**config.mk**
```make
export PLATFORM = sky130hd
export DESIGN_NAME = ahb_ram_bridge
export DESIGN_NICKNAME = d
export VERILOG_FILES = /design/src/rtl/ahb_ram_bridge.sv
export SDC_FILE = /design/constraint.sdc
export NUM_CORES = 1
export LEC_CHECK = 0
export CAP_MARGIN = 20
export CORE_ASPECT_RATIO = 1.2
export CORE_UTILIZATION = 32
export DETAILED_ROUTE_END_ITERATION = 8
export GPL_ROUTABILITY_DRIVEN = 0
export HOLD_SLACK_MARGIN = 0.05
export PLACE_DENSITY = 0.87
export RECOVER_POWER = 100
export REMOVE_ABC_BUFFERS = 1
export SETUP_SLACK_MARGIN = 0.5
export SYNTH_ARGS = -nofsm -noshare
export SYNTH_HDL_FRONTEND = slang
export SYNTH_SLANG_ARGS = --single-unit
```
**constraint.sdc**
```tcl
create_clock -name clk -period 1.9 [get_ports clk]
set_input_delay 0.38 -clock clk [delete_from_list [all_inputs] [get_ports clk]]
set_output_delay 0.38 -clock clk [all_outputs]
set_load 0.1 [all_outputs]
```
**src/rtl/ahb_ram_bridge.sv**
```systemverilog
// ahb_ram_bridge: AHB-Lite slave front end driving a byte-lane RAM with lane re-alignment, RAW wait state and ERROR response
module ahb_ram_bridge #(
  parameter int RAM_AW = 10
) (
  input  logic              clk,
  input  logic              rst,
  input  logic              hsel,
  input  logic [31:0]       haddr,
  input  logic [1:0]        htrans,
  input  logic              hwrite,
  input  logic [2:0]        hsize,
  input  logic [31:0]       hwdata,
  input  logic              hready,
  output logic              hreadyout,
  output logic              hresp,
  output logic [31:0]       hrdata,
  output logic [1:0]        ram_size,
  output logic              ram_we,
  output logic [RAM_AW-1:0] ram_addr,
  output logic [31:0]       ram_wdata,
  input  logic [31:0]       ram_rdata
);
  typedef enum logic [2:0] {IDLE, WR, RD, RD_WAIT, ERR1, ERR2} state_t;
  state_t state_q, state_d;
  logic [RAM_AW-1:0] addr_q, addr_d;
  logic [1:0] size_q, size_d;
  logic acc, illegal, use_q;
  logic [31:0] lanes;
  logic unused;
  assign unused = ^{haddr[31:RAM_AW], htrans[0]};
  assign acc = hsel & htrans[1] & hready;
  assign illegal = (hsize > 3'd2) | (hsize == 3'd1 & haddr[0]) | (hsize == 3'd2 & haddr[1:0] != 2'b00);
  always_comb begin
    addr_d = acc ? haddr[RAM_AW-1:0] : addr_q;
    size_d = acc ? hsize[1:0] : size_q;
    state_d = state_q == RD_WAIT ? RD :
              state_q == ERR1    ? ERR2 :
              !acc               ? IDLE :
              illegal            ? ERR1 :
              hwrite             ? WR :
              state_q == WR      ? RD_WAIT : RD;
  end
  always_ff @(posedge clk or negedge rst) begin
    if (!rst) begin
      state_q <= IDLE;
      addr_q  <= '0;
      size_q  <= '0;
    end else begin
      state_q <= state_d;
      addr_q  <= addr_d;
      size_q  <= size_d;
    end
  end
  // outside WR/RD_WAIT the RAM sees the live address phase, so reads need no wait state
  always_comb begin
    use_q     = state_q == WR || state_q == RD_WAIT;
    ram_we    = state_q == WR;
    ram_addr  = use_q ? addr_q : haddr[RAM_AW-1:0];
    ram_size  = use_q ? size_q : (hsize[1:0] == 2'b11 ? 2'b10 : hsize[1:0]);
    ram_wdata = hwdata;
    hreadyout = !(state_q == RD_WAIT || state_q == ERR1);
    hresp     = state_q == ERR1 || state_q == ERR2;
    lanes     = size_q == 2'b00 ? ram_rdata << {addr_q[1:0], 3'b000} :
                size_q == 2'b01 ? ram_rdata << {addr_q[1], 4'b0000} : ram_rdata;
    hrdata    = state_q == RD ? lanes : '0;
  end
endmodule

```
==> flow_summary.ini <==
[floorplan]
die_x_um = 75.8
coreArea_um2 = 6170
ios = 185
dieArea_um2 = 6870
start_util_pct = 33.9
die_h_um = 90.6
fp-row-count = 31

[setup_path]
reg2reg_to = state_q[0]
crit_path_end = hrdata[21]
end_kind = output pin
ff2ff_setup_slack_ps = 200
start_kind = flop
crit_path_start = size_q[1]
required_ps = 1520
r2r_cells = 8
reg2reg_from = state_q[2]
worst_ep_arrival_time_ps = 1810
path_max_fanout = 7
crit_type = reg -> out

[power]
clkPwrFrac_pct = 7.0
power.density_nw_per_um2 = 887
intPower_uw = 1770
pwr-share-seq_pct = 12.3
pwr-share-comb_pct = 80.7
vdd_drop_max_mv = 0.855
switchingPower_uw = 1870
p_leak_uw = 0.00171
swShare_pct = 51.3

[yosys]
yosysTopAreaCellShare_pct = 17.9
synth_flop_cell = dfrtp_1
synth_area_leader_cell = dfrtp_1
syn_area_um2 = 2090
syn_inst = 288
synthTopCellsByArea = dfrtp_1, nand2_1, buf_4
ys_types = 38
ys_ff_latch = 15
ys_seq_area_share_pct = 17.9
syn_avg_cell_area_um2 = 7.26
yosysWarnings = 0
synth_async_sr_flop_share_pct = 100
synth-edff-count = 0

[cells_and_area]
mostFrequentLayoutCells = nand2_1, buf_12, clkdlybuf4s50_1, buf_4
drive_gt1_share_pct = 48.0
nets = 486
syn_to_final_growth_pct = 96.3
antenna_cells_inserted = 0
fill_cells = 431
layout_commonest_cell = nand2_1

[place]
place_ws_ps = -216
portBuffers = 97
dp_hpwl_um = 7130

[sta]
clock_skew_ps = 0.122
rsz0062_at_grt = yes
fin_crit_ps = 2190
tightest_slew_ps = 814
finalWorstSetupSlack_ps = -288
hold_viol = 0
drv_slew = 0
finalSetupViolCount = 46
period_share_pct = 115
max_freq_mhz = 457
setup_tns_ps = -9970
slew_headroom_pct = 45.7

[drt]
routed_wl_um = 10200
drt_iter0_drc = 184
wire_per_inst_um = 22.2
viasPerCell = 5.84
drc_errors = 0
drtPass1Iterations = 5
ant_nets = 0
dr_total_vias = 2692

[global_route]
antenna_found_initial = 0
track_usage_pct = 27.4
gr-total-overflow = 0
grt_pass1_wl_um = 14300
grt_pass1_vias = 2773
grt_max_degree = 25

[cts]
clkTransAtPathRegs_ps = 60
cts_tree = built
htree_levels = 1
clock_sinks = 15
postCtsHoldBufs = 0
clk-insertion-delay-late_ps = 240
cts-buffers-inserted = 3
cts_max_path_buffers = 2
cts-root-buf = clkbuf_8

[job]
cap_violations = 0

[hold_path]
hp-class = in -> reg

[outcome]
violations = negative setup slack
status = finished with violations
## cells by family (layout without fill, tap and decap cells)
group / Yosys count / in the layout / synth area share (%)
and+or+nand+nor: 120 / 120 / 29.0
AOI/OAI and AO/OA: 77 / 77 / 25.9
muxes: 19 / 19 / 9.75
buffers and inverters: 57 / 148 / 17.4
DFF: 15 / 15 / 17.9
## per-layer routing
layer	vias to the layer above	GRT usage, %	wire length (um)
met2	200	46.0	4980
met1	1278	26.9	3230
met5	-	4.27	30
met4	2	11.7	461
met3	44	14.4	1520
li1	1168	-	-
## flip-flops by register name (all words and copies together), names as in the netlist
register  flops
addr_q       10
state_q       3
size_q        2
## worst max-delay path, stage by stage (launching register included)
cell	delay, ps
dfrtp_2	440
buf_4	180
nor2_1	220
buf_6	200
a221oi_2	80
nor2_1	230
buf_12	210
## what timing repair did
action / CTS / global route
setup endpoints to repair: 50 / 50
cloned: 3 / 0
buffers inserted: 8 / 2
pin swaps: 40 / 17
gates resized for setup: 90 / 43
## cell type report
class | instances | area, um2 | area share [%]
Inverter | 3 | 13.8 | 0.335
Timing Repair Buffer | 141 | 1840 | 44.8
Clock buffer | 4 | 45.0 | 1.10
Multi-Input combinational cell | 216 | 1730 | 42.0
Sequential cell | 15 | 380 | 9.26
Tap cell | 82 | 103 | 2.50
## Yosys cell counts, types with 2 or more instances
library cell,number
nand3_1,2
a21o_1,16
nor2b_1,3
dfrtp_1,15
nand2_1,68
buf_4,33
mux2_2,11
nand2b_1,3
and2_1,9
mux2i_1,8
a32o_1,8
nor2_1,10
clkbuf_1,9
buf_2,8
o21ai_0,14
nand3b_1,9
buf_6,2
a21oi_1,17
nor4b_1,2
inv_1,3
nor3b_1,7
a221oi_1,15
## worst min-delay path by stage
stage          slack (ps)  startpoint         to  cells after the start
5_1_grt               480    haddr[0]  addr_q[0]                      3
3_3_place_gp          460   addr_q[7]  addr_q[7]                      2
3_5_place_dp          470   addr_q[7]  addr_q[7]                      2
6_report              450    haddr[1]  addr_q[1]                      3
4_1_cts               460         rst  addr_q[9]                      2
2_1_floorplan          80         rst  addr_q[0]                      0
## metrics by stage
stage / hold slack [ps] / cells / total power, uW / utilization (%) / cell area [um2]
after global placement: 458 / 444 / 2810 / 57.2 / 3530
final: 450 / 461 / 3640 / 66.6 / 4110
after detailed placement: 469 / 444 / 2860 / 57.2 / 3530
after floorplan: 84.4 / 234 / 1870 / - / 1740
after global routing: 481 / 461 / 3770 / 66.6 / 4110
after CTS: 459 / 459 / 3560 / 64.0 / 3950
## power by group through the flow
| stage | Sequential, uW | Clock (uW) | Combinational (uW) |
|---|---|---|---|
| 4_1_cts | 447 | 259 | 2850 |
| 3_5_place_dp | 436 | 0 | 2430 |
| 2_1_floorplan | 480 | 0 | 1390 |
| 6_report | 449 | 255 | 2940 |
| 5_1_grt | 458 | 269 | 3040 |
| 3_3_place_gp | 433 | 0 | 2380 |
(Power assumes the default switching activity.)
